File: src/rtl/hold_pos_pkg.sv
// rtl/hold_pos_pkg.sv - shared types and helpers for the joystick-to-servo position accumulator
// Purpose: channel state encoding, centre/dead-band derivation and the position clamp.
// Ports: none (package).
package hold_pos_pkg;

  typedef enum logic [1:0] {
    ST_CENTER = 2'd0,
    ST_LEFT   = 2'd1,
    ST_RIGHT  = 2'd2
  } state_t;

  function automatic int center_of(int min_pos, int max_pos);
    return (min_pos + max_pos) >>> 1;
  endfunction

  function automatic int lo_of(int min_pos, int max_pos, int dead_band);
    return center_of(min_pos, max_pos) - dead_band;
  endfunction

  function automatic int hi_of(int min_pos, int max_pos, int dead_band);
    return center_of(min_pos, max_pos) + dead_band;
  endfunction

  // Clamp to [min_pos, max_pos]; the caller narrows the result to W bits.
  function automatic int clamp_pos(int v, int min_pos, int max_pos);
    if (v < min_pos) return min_pos;
    if (v > max_pos) return max_pos;
    return v;
  endfunction

endpackage

File: src/rtl/hold_pos_multi_if.sv
// rtl/hold_pos_multi_if.sv - sample/preset/position bundle between samplers, accumulator and PWM
// Purpose: groups every non-clock signal of hold_pos_multi.
// Ports (signals): r_pos, mode, en, preset_vld, preset_ch, preset_val driven by master;
//                  o_pos, o_moving driven by slave (the accumulator).
interface hold_pos_multi_if #(
  parameter int NCH = 4,
  parameter int W   = 10
);
  localparam int CHW = (NCH > 1) ? $clog2(NCH) : 1;

  logic [NCH*W-1:0] r_pos;
  logic [NCH-1:0]   mode;
  logic [NCH-1:0]   en;
  logic             preset_vld;
  logic [CHW-1:0]   preset_ch;
  logic [W-1:0]     preset_val;
  logic [NCH*W-1:0] o_pos;
  logic [NCH-1:0]   o_moving;

  modport master (
    output r_pos, mode, en, preset_vld, preset_ch, preset_val,
    input  o_pos, o_moving
  );

  modport slave (
    input  r_pos, mode, en, preset_vld, preset_ch, preset_val,
    output o_pos, o_moving
  );

endinterface

File: src/rtl/hold_pos_ch.sv
// rtl/hold_pos_ch.sv - one joint channel: region FSM, min/max trackers and held position
// Purpose: excursion mode commits the peak deflection of each finished excursion;
//          rate mode integrates the deflection on every shared tick.
// Ports: CLK, SW1 (sync active-low reset), r (raw sample), mode (0 excursion / 1 rate),
//        en (0 = freeze), tick (rate strobe), preset_ld, preset_val,
//        pos (held clamped position), moving (FSM in LEFT or RIGHT).
import hold_pos_pkg::*;

module hold_pos_ch #(
  parameter int W          = 10,
  parameter int MIN_POS    = 228,
  parameter int MAX_POS    = 830,
  parameter int DEAD_BAND  = 30,
  parameter int GAIN_SHIFT = 0
) (
  input  logic         CLK,
  input  logic         SW1,
  input  logic [W-1:0] r,
  input  logic         mode,
  input  logic         en,
  input  logic         tick,
  input  logic         preset_ld,
  input  logic [W-1:0] preset_val,
  output logic [W-1:0] pos,
  output logic         moving
);

  // Two guard bits keep pos +/- deflection exact before clamping.
  localparam int AW = W + 2;
  typedef logic signed [AW-1:0] sw_t;

  localparam int CENTER = center_of(MIN_POS, MAX_POS);
  localparam int LO     = lo_of(MIN_POS, MAX_POS, DEAD_BAND);
  localparam int HI     = hi_of(MIN_POS, MAX_POS, DEAD_BAND);

  localparam sw_t          CENTER_S = sw_t'(CENTER);
  localparam sw_t          LO_S     = sw_t'(LO);
  localparam sw_t          HI_S     = sw_t'(HI);
  localparam logic [W-1:0] CENTER_W = W'(CENTER);

  state_t       state_q, state_d;
  logic [W-1:0] pos_d;
  logic [W-1:0] min_q, min_d, max_q, max_d;
  logic         mode_q;

  sw_t          r_s, pos_s, defl_l, defl_r, rate_step;
  logic         in_left, in_right;
  logic [W-1:0] pos_after_l, pos_after_r, pos_after_rate, preset_clamped;

  assign r_s   = $signed({2'b00, r});
  assign pos_s = $signed({2'b00, pos});

  assign in_left  = (r_s < LO_S);
  assign in_right = (r_s > HI_S);

  // Peak deflections are non-negative; rate step keeps its sign.
  assign defl_l    = (CENTER_S - $signed({2'b00, min_q})) >>> GAIN_SHIFT;
  assign defl_r    = ($signed({2'b00, max_q}) - CENTER_S) >>> GAIN_SHIFT;
  assign rate_step = (r_s - CENTER_S) >>> GAIN_SHIFT;

  assign pos_after_l    = W'(clamp_pos(int'(pos_s - defl_l),    MIN_POS, MAX_POS));
  assign pos_after_r    = W'(clamp_pos(int'(pos_s + defl_r),    MIN_POS, MAX_POS));
  assign pos_after_rate = W'(clamp_pos(int'(pos_s + rate_step), MIN_POS, MAX_POS));
  assign preset_clamped = W'(clamp_pos(int'($signed({2'b00, preset_val})), MIN_POS, MAX_POS));

  assign moving = (state_q == ST_LEFT) || (state_q == ST_RIGHT);

  always_ff @(posedge CLK) begin
    if (!SW1) begin
      state_q <= ST_CENTER;
      pos     <= CENTER_W;
      min_q   <= CENTER_W;
      max_q   <= CENTER_W;
      mode_q  <= mode;
    end else begin
      state_q <= state_d;
      pos     <= pos_d;
      min_q   <= min_d;
      max_q   <= max_d;
      mode_q  <= mode;
    end
  end

  always_comb begin
    state_d = state_q;
    pos_d   = pos;
    min_d   = min_q;
    max_d   = max_q;

    if (preset_ld) begin
      pos_d   = preset_clamped;
      state_d = ST_CENTER;
      min_d   = CENTER_W;
      max_d   = CENTER_W;
    end else if (!en) begin
      // Frozen: drop any excursion in flight, keep the position.
      state_d = ST_CENTER;
    end else if (mode != mode_q) begin
      // Mode just changed: discard the excursion, no commit.
      state_d = ST_CENTER;
    end else if (mode) begin
      // Rate mode: state only mirrors the region so o_moving stays meaningful.
      if (in_left)       state_d = ST_LEFT;
      else if (in_right) state_d = ST_RIGHT;
      else               state_d = ST_CENTER;
      if (tick && (in_left || in_right)) pos_d = pos_after_rate;
    end else begin
      case (state_q)
        ST_CENTER: begin
          if (in_left) begin
            state_d = ST_LEFT;
            min_d   = r;
          end else if (in_right) begin
            state_d = ST_RIGHT;
            max_d   = r;
          end
        end
        ST_LEFT: begin
          if (in_left) begin
            if (r < min_q) min_d = r;
          end else if (in_right) begin
            // Direct crossing: commit the left peak and open the right excursion.
            pos_d   = pos_after_l;
            state_d = ST_RIGHT;
            max_d   = r;
          end else begin
            pos_d   = pos_after_l;
            state_d = ST_CENTER;
          end
        end
        ST_RIGHT: begin
          if (in_right) begin
            if (r > max_q) max_d = r;
          end else if (in_left) begin
            pos_d   = pos_after_r;
            state_d = ST_LEFT;
            min_d   = r;
          end else begin
            pos_d   = pos_after_r;
            state_d = ST_CENTER;
          end
        end
        default: state_d = ST_CENTER;
      endcase
    end
  end

endmodule

File: src/rtl/hold_pos_multi.sv
// rtl/hold_pos_multi.sv - multi-channel joystick-to-servo position accumulator (top)
// Purpose: shared rate-tick counter, preset channel decode and NCH channel instances.
// Ports: CLK (system clock), SW1 (sync active-low reset),
//        bus (hold_pos_multi_if.slave: r_pos, mode, en, preset_* in; o_pos, o_moving out).
import hold_pos_pkg::*;

module hold_pos_multi #(
  parameter int NCH        = 4,
  parameter int W          = 10,
  parameter int MIN_POS    = 228,
  parameter int MAX_POS    = 830,
  parameter int DEAD_BAND  = 30,
  parameter int GAIN_SHIFT = 0,
  parameter int RATE_DIV   = 50000
) (
  input  logic            CLK,
  input  logic            SW1,
  hold_pos_multi_if.slave bus
);

  localparam int CHW = (NCH > 1) ? $clog2(NCH) : 1;
  localparam int CW  = (RATE_DIV > 1) ? $clog2(RATE_DIV) : 1;

  logic [CW-1:0]  tick_cnt;
  logic           tick;
  logic [NCH-1:0] preset_hit;

  // With RATE_DIV=1 the terminal count is 0, so tick is held high.
  assign tick = (tick_cnt == CW'(RATE_DIV - 1));

  always_ff @(posedge CLK) begin
    if (!SW1)      tick_cnt <= '0;
    else if (tick) tick_cnt <= '0;
    else           tick_cnt <= tick_cnt + 1'b1;
  end

  always_comb begin
    preset_hit = '0;
    for (int k = 0; k < NCH; k++) begin
      preset_hit[k] = bus.preset_vld && (bus.preset_ch == CHW'(k));
    end
  end

  for (genvar k = 0; k < NCH; k++) begin : g_ch
    hold_pos_ch #(
      .W          (W),
      .MIN_POS    (MIN_POS),
      .MAX_POS    (MAX_POS),
      .DEAD_BAND  (DEAD_BAND),
      .GAIN_SHIFT (GAIN_SHIFT)
    ) u_ch (
      .CLK        (CLK),
      .SW1        (SW1),
      .r          (bus.r_pos[k*W +: W]),
      .mode       (bus.mode[k]),
      .en         (bus.en[k]),
      .tick       (tick),
      .preset_ld  (preset_hit[k]),
      .preset_val (bus.preset_val),
      .pos        (bus.o_pos[k*W +: W]),
      .moving     (bus.o_moving[k])
    );
  end

endmodule
File: src/flat_wrapper.sv
// flat-port wrapper written by rule: the top's interface ports become plain ports
module hold_pos_multi_flat 
#(
  parameter int NCH        = 4,
  parameter int W          = 10,
  parameter int MIN_POS    = 228,
  parameter int MAX_POS    = 830,
  parameter int DEAD_BAND  = 30,
  parameter int GAIN_SHIFT = 0,
  parameter int RATE_DIV   = 50000
)
  (CLK, SW1, bus_r_pos, bus_mode, bus_en, bus_preset_vld, bus_preset_ch, bus_preset_val, bus_o_pos, bus_o_moving);
  hold_pos_multi_if #(.NCH(NCH), .W(W)) bus_i ();
  input  logic CLK;
  input  logic SW1;
  input wire logic [$bits(bus_i.r_pos)-1:0] bus_r_pos;
  input wire logic [$bits(bus_i.mode)-1:0] bus_mode;
  input wire logic [$bits(bus_i.en)-1:0] bus_en;
  input wire logic [$bits(bus_i.preset_vld)-1:0] bus_preset_vld;
  input wire logic [$bits(bus_i.preset_ch)-1:0] bus_preset_ch;
  input wire logic [$bits(bus_i.preset_val)-1:0] bus_preset_val;
  output wire logic [$bits(bus_i.o_pos)-1:0] bus_o_pos;
  output wire logic [$bits(bus_i.o_moving)-1:0] bus_o_moving;
  assign bus_i.r_pos = bus_r_pos;
  assign bus_i.mode = bus_mode;
  assign bus_i.en = bus_en;
  assign bus_i.preset_vld = bus_preset_vld;
  assign bus_i.preset_ch = bus_preset_ch;
  assign bus_i.preset_val = bus_preset_val;
  assign bus_o_pos = bus_i.o_pos;
  assign bus_o_moving = bus_i.o_moving;
  hold_pos_multi #(.NCH(NCH), .W(W), .MIN_POS(MIN_POS), .MAX_POS(MAX_POS), .DEAD_BAND(DEAD_BAND), .GAIN_SHIFT(GAIN_SHIFT), .RATE_DIV(RATE_DIV)) u_core (.CLK(CLK), .SW1(SW1), .bus(bus_i));
endmodule
File: config.mk
export PLATFORM = sky130hd
export DESIGN_NAME = hold_pos_multi_flat
export DESIGN_NICKNAME = d
export VERILOG_FILES = /design/src/rtl/hold_pos_pkg.sv /design/src/rtl/hold_pos_multi_if.sv /design/src/rtl/hold_pos_ch.sv /design/src/rtl/hold_pos_multi.sv /design/src/flat_wrapper.sv
export SDC_FILE = /design/constraint.sdc
export NUM_CORES = 1
export LEC_CHECK = 0
export CAP_MARGIN = 10
export CORE_MARGIN = 5
export CORE_UTILIZATION = 37
export CTS_BUF_LIST = sky130_fd_sc_hd__clkbuf_8
export DETAILED_ROUTE_END_ITERATION = 10
export PLACE_DENSITY = 0.63
export SYNTH_ARGS = -nofsm -noshare
export SYNTH_HDL_FRONTEND = slang
export SYNTH_HIERARCHICAL = 1
export SYNTH_SLANG_ARGS = --single-unit
File: constraint.sdc
create_clock -name CLK -period 8.7 [get_ports CLK]
set_input_delay 1.74 -clock CLK [delete_from_list [all_inputs] [get_ports CLK]]
set_output_delay 1.74 -clock CLK [all_outputs]
set_load 0.02 [all_outputs]
# Word level (Yosys, flattened, before mapping)
# Index checks and enable logic that the tools add are counted.
classes:
  n_addsub: 25
  magnitude_cmp: 42
  n_eq_ne: 72
  muxes: 199
  bitwise: 13
  reduce_logical: 66
ops:
  columns: ["operator", "n"]
  rows:
  - ["two-way mux 10 bit", 99]
  - ["case mux 10 bit (2 select lines)", 8]
  - ["> comparator 12 x 11 -> 1 bit, second input constant", 12]
  - ["< comparator 12 x 9 -> 1 bit, second input constant", 12]
  - ["case mux 10 bit (3 select lines)", 4]
  - ["two-way mux 8 bit", 13]
  - ["adder 11 x 11 -> 12 bit", 8]
  - ["subtractor 10 x 10 -> 11 bit, second input constant", 8]
  - ["two-way mux 2 bit", 28]
  - ["> comparator 10 bit, second input constant", 5]
  - ["inequality test 4 bit, second input constant", 12]
  - ["subtractor 11 x 11 -> 12 bit", 4]
  - ["subtractor 10 x 10 -> 11 bit, first input constant", 4]
  - ["two-way mux 1 bit", 43]
  - ["> comparator 10 bit", 4]
  - ["< comparator 10 bit", 4]
  - ["< comparator 10 x 9 -> 1 bit, second input constant", 4]
  - ["inequality test 2 bit, second input constant", 20]
  - ["AND reduction 8 bit", 4]
  - ["AND reduction 7 bit", 4]
  - ["inequality test 2 x 1 -> 1 bit, second input constant", 12]
  - ["inequality test 3 bit, second input constant", 8]
  - ["case mux 2 bit (3 select lines)", 4]
  - ["AND reduction 6 bit", 4]
  - ["17 further kinds", 89]
totals:
  regBits: 148
  inputBits: 63
  output_inout_bits: 44

# Depth between registers and ports, before layout
depth:
  depth_word: 13
  mapped_depth: 17
  ltp_nobuf: 16

# By module
# The synthesis kept the hierarchy.
modules_own_cells:
  columns: ["module", "n_inst", "cells_each", "area_each_um2", "seq_area_each_um2"]
  rows:
  - ["hold_pos_ch at u_core.g_ch[0].u_ch ...", 2, 643, 4828.4, 660.6]
  - ["hold_pos_ch at u_core.g_ch[3].u_ch", 1, 622, 4808.4, 660.6]
  - ["hold_pos_ch at u_core.g_ch[1].u_ch", 1, 609, 4698.3, 660.6]
  - ["hold_pos_multi", 1, 84, 747.0, 320.3]

# Least setup slack after synthesis
# Ideal clock, no wire load.
synth_path:
  path_kind: "input to register"
  start: "input bus_r_pos[10]"
  end: "register u_core.g_ch[1].u_ch.pos[4]"
  setup_ns: 0.128
  arrival_ns: 4.669
  t_required_ns: 8.572
  setup_slack_ns: 3.903
  cell_stages: 14
  n_path_buf: 0
  cell_sequence: "inv_1 ha_1 or3b_1 xor2_1 ha_1 and3_1 a221oi_1 xor2_1 nor3_1 a211o_1 a31oi_4 nand2_1 a221oi_1 a21oi_1"
synth_via:
  elab_chain_cells: 12
  elab_cells_between_ends: 23
  cone_classes: "2 x add/sub; 4 x order compare; 3 x eq/ne; 11 x mux; 3 x reduce/logical"
synth_lines:
  columns: ["element", "line", "text"]
  rows:
  - ["start, declared", "flat_wrapper.sv:16", "input wire logic [$bits(bus_i.r_pos)-1:0] bus_r_pos;"]
  - ["subtractor 10 x 10 -> 11 bit", "hold_pos_ch.sv:59", "assign rate_step = (r_s - CENTER_S) >>> GAIN_SHIFT;"]
  - ["adder 11 x 11 -> 12 bit", "hold_pos_ch.sv:63", "assign pos_after_rate = W'(clamp_pos(int'(pos_s + rate_step), MIN_POS, MAX_POS));"]
  - ["> comparator 12 x 11 -> 1 bit", "hold_pos_pkg.sv:27", "if (v > max_pos) return max_pos;"]
  - ["two-way mux 1 bit (2 in series)", "hold_pos_pkg.sv:27", null]
  - ["two-way mux 10 bit", "hold_pos_pkg.sv:28", "return v;"]
  - ["two-way mux 10 bit", "hold_pos_pkg.sv:27", null]
  - ["two-way mux 10 bit", "hold_pos_ch.sv:106", "if (tick && (in_left || in_right)) pos_d = pos_after_rate;"]
  - ["two-way mux 10 bit", "hold_pos_ch.sv:101", "end else if (mode) begin"]
  - ["two-way mux 10 bit", "hold_pos_ch.sv:98", "end else if (mode != mode_q) begin"]
  - ["two-way mux 10 bit", "hold_pos_ch.sv:95", "end else if (!en) begin"]
  - ["two-way mux 10 bit", "hold_pos_ch.sv:90", "if (preset_ld) begin"]
  - ["end signal, assigned", "hold_pos_ch.sv:77", "pos <= pos_d;"]
  - ["end, declared", "hold_pos_ch.sv:24", "output logic [W-1:0] pos,"]
# Parallel ways exist; a longest one is shown, timed or not. The select of a mux whose other input is x is not followed.
# A chain may end at the register's enable or synchronous reset.

# Worst setup path in the final report
# Ends and elaborated chain as after synthesis.

==> metrics.csv <==
stage;metric;value;unit
final_layout;nFillCells;5481;
global_routing;met2_usage;34.9;%
run_status;status;finished clean;
logic_synthesis;synth.distinct_cells;112;
place;portBuffers;106;
detailed_routing;post_drt_wl_per_cell;19.2;um
global_routing;grt_antenna_before_repair;2;
global_routing;track_usage;21.2;%
logic_synthesis;synth.top_cells.by_area;ha_1, dfxtp_1, xnor2_1, nor2_1, inv_1;
setup_path;critPathKind;in2reg;
clock_tree;cts_buffer_depth;2;
setup_path;startpoint_type;input pin;
clock_tree;cts_resized;0;
global_routing;grt.busiest_layer;met2;
timing;slew_headroom;23.3;%
timing;rsz0062_at_grt;false;
timing;setup_viol;0;
logic_synthesis;ys.flop_type;dfxtp_1;
logic_synthesis;synth_edf_count;0;
floorplanning;design.portCount;107;
clock_tree;cts_sinks;148;
clock_tree;h-tree-depth;4;
logic_synthesis;synth_warnings;6;
place;dp_hpwl;51.1;mm
logic_synthesis;synth_top_area_cell;ha_1;
detailed_routing;via_count;20100;
timing;tns;0;ns
logic_synthesis;syn_area_per_cell;7.65;sq um
power_and_ir_drop;leakagePower;9.23;nW
final_layout;regArea;2960;sq um
floorplanning;initial_core_util;37.1;%
final_layout;area_delta_synth_final;10.8;%
global_routing;grt_pass1_vias;19100;
clock_tree;post_cts_buffers;0;
detailed_routing;drt_first_iter_violations;1539;
timing;worst_slew_pin_slew;1.14;ns
global_routing;grt_use_met1;27.6;%
timing;max_freq;192;MHz
timing;min_period;5.21;ns
timing;drv_slew;0;
logic_synthesis;yosysMostFrequentCell;nor2_1;
logic_synthesis;async_flop_share;0;%
global_routing;overflow;0;
final_layout;nNetsFinal;2996;
detailed_routing;post-route-drc-count;0;
logic_synthesis;ys_seq_area_share;14.9;%
setup_path;r2r_slack;4.55;ns
timing;skew;0.0127;ns
power_and_ir_drop;powerDensity;158;nW/um^2
final_layout;diodes;0;
floorplanning;dieArea;58600;sq um
logic_synthesis;ys_ff_latch;148;
setup_path;crit_chain;clkdlybuf4s50_1 > inv_1 > ha_1 > or3b_1 > xor2_1 > ha_1 > and3_1 > a221oi_1 > xor2_1 > nor3_1 > a211o_1 > a31oi_4 > nand2_1 > a221oi_1 > a21oi_1;
clock_tree;cts_tree;built;
logic_synthesis;syn_inst;2601;
min_path;hp-class;reg2reg;
place;place.gp.congestion;0.938;
logic_synthesis;synth_nets;2921;
setup_path;crit_required;9.13;ns
final_layout;multi_input_area;15900;sq um
setup_path;critPathMaxStageDelay;0.54;ns
detailed_routing;viasPerCell;5.93;
logic_synthesis;synth_common_cells;nor2_1, ha_1, inv_1;
floorplanning;fp.dieW;242;um
clock_tree;cts-buffers-inserted;17;
setup_path;cpMaxStageDelayCell;clkdlybuf4s50_1;
clock_tree;root_buffer;clkbuf_8;
global_routing;met3_usage;3.49;%
global_routing;grt_start_max_net_pins;52;
clock_tree;path_clk_slew;0.09;ns
detailed_routing;wl;64.9;mm
power_and_ir_drop;peakVddDrop;96.6;uV
floorplanning;placementRows;85;
detailed_routing;ant_nets;0;
setup_path;cp-end-kind;flip-flop;
setup_path;critPathMaxFanout;6;
logic_synthesis;synth_top_area_share;15.4;%
run;maxCapViolations;0;
clock_tree;ctsHoldBuffers;0;
floorplanning;chipHeight;242;um
floorplanning;core_area;53600;sq um
timing;period_share;59.9;%
timing;layout_setup_ws;3.49;ns
global_routing;grt_pass1_wl;102;mm
clock_tree;clock_latency;0.56;ns
setup_path;critPathArrivalTime;5.65;ns
final_layout;layout-drive-gt1-share;5.36;%
logic_synthesis;netlist_area;19900;sq um
timing;final_hold_viol_count;0;
place;pre_cts_slack;2.97;ns
detailed_routing;drtPass1Iterations;5;
==> power by group <==
part           switching, mW  total (mW)  leakage (nW)  internal (mW)
clock network          0.311       0.620         0.215          0.309
registers             0.0852       0.799          1.21          0.713
logic                   1.26        2.08          7.81          0.814
==> registers in the layout, summed over array words and instances, names as in the netlist <==
signal,count
u_core/g_ch.u_ch/min_q,40
u_core/g_ch.u_ch/state_q,8
u_core/g_ch.u_ch/max_q,40
u_core/tick_cnt,16
u_core/g_ch.u_ch/mode_q,4
u_core/g_ch.u_ch/pos,40
==> worst max-delay path, delay by kind of cell <==
kind / cells / cell delay [ns]
AO/OA/AOI/OAI: 5 / 1.35
XOR/XNOR: 2 / 0.44
adder cells (fa/ha/maj): 2 / 0.59
buffers and inverters: 2 / 0.72
AND/OR/NAND/NOR: 4 / 0.80
==> cells in the final DEF, fill, tap and decap left out, types with 36 or more instances in the layout <==
cell type          n
o21a_1            46
ha_1             245
o31ai_1           36
inv_1            195
nor2_1           257
a21oi_1          125
o21ai_0          108
dfxtp_1          148
nand2_1          182
mux2i_1           54
a31oi_1           42
xnor2_1          125
nor3_1            67
a21o_1            66
nand2b_1          61
clkdlybuf4s50_1  105
nand3_1          105
o211ai_1          43
xor2_1            62
a211oi_1          39
==> layout make-up <==
cell class,instances,area share [%]
clock buffer,17,1.06
clock inverter,14,0.850
inverter,196,3.33
multi-input combinational,2197,72.3
sequential,148,13.4
tap,696,3.95
timing repair buffer,116,5.13
==> cells by family after synthesis <==
group,count (synthesis),synth area share (%)
simple gates,916,23.2
compound gates,771,28.6
fa+ha+maj,266,17.1
buf+inv,256,5.05
xor+xnor,190,8.47
flops,148,14.9
mux,54,2.71
==> layer usage <==
layer	up-vias	wire (um)	part of all wire, %
li1	9765	-	-
met1	9503	28800	44
met2	654	29800	46
met3	145	3890	6.0
met4	4	2420	3.7
met5	-	23	0.035
==> through the flow <==
step           instances  hold slack (ns)  util [%]  power [mW]  cell area [sq um]
6_report            3384            0.460      41.2        3.50              22100
5_1_grt             3384            0.492      41.2        3.72              22100
4_1_cts             3384            0.464      41.2        3.48              22100
3_5_place_dp        3353            0.451      40.4        2.85              21600
3_3_place_gp        3353            0.442      40.4        2.81              21600
2_1_floorplan       2601            0.429         -        2.30              19900
==> final timing paths <==
| kind | from | end | depth (start not counted) |
|---|---|---|---|
| hold reg to reg | u_core/g_ch[0].u_ch/max_q[5]$_SDFFE_PP0P_ | u_core/g_ch[0].u_ch/max_q[5]$_SDFFE_PP0P_ | 2 |
| setup / recovery | bus_r_pos[10] | u_core/g_ch[1].u_ch/pos[4]$_SDFFE_PN1P_ | 15 |
| setup reg to reg | u_core/g_ch[1].u_ch/max_q[0]$_SDFFE_PP1P_ | u_core/g_ch[1].u_ch/pos[6]$_SDFFE_PN0P_ | 14 |
| hold / removal | u_core/g_ch[0].u_ch/max_q[5]$_SDFFE_PP0P_ | u_core/g_ch[0].u_ch/max_q[5]$_SDFFE_PP0P_ | 2 |
(Power assumes the default switching activity.)
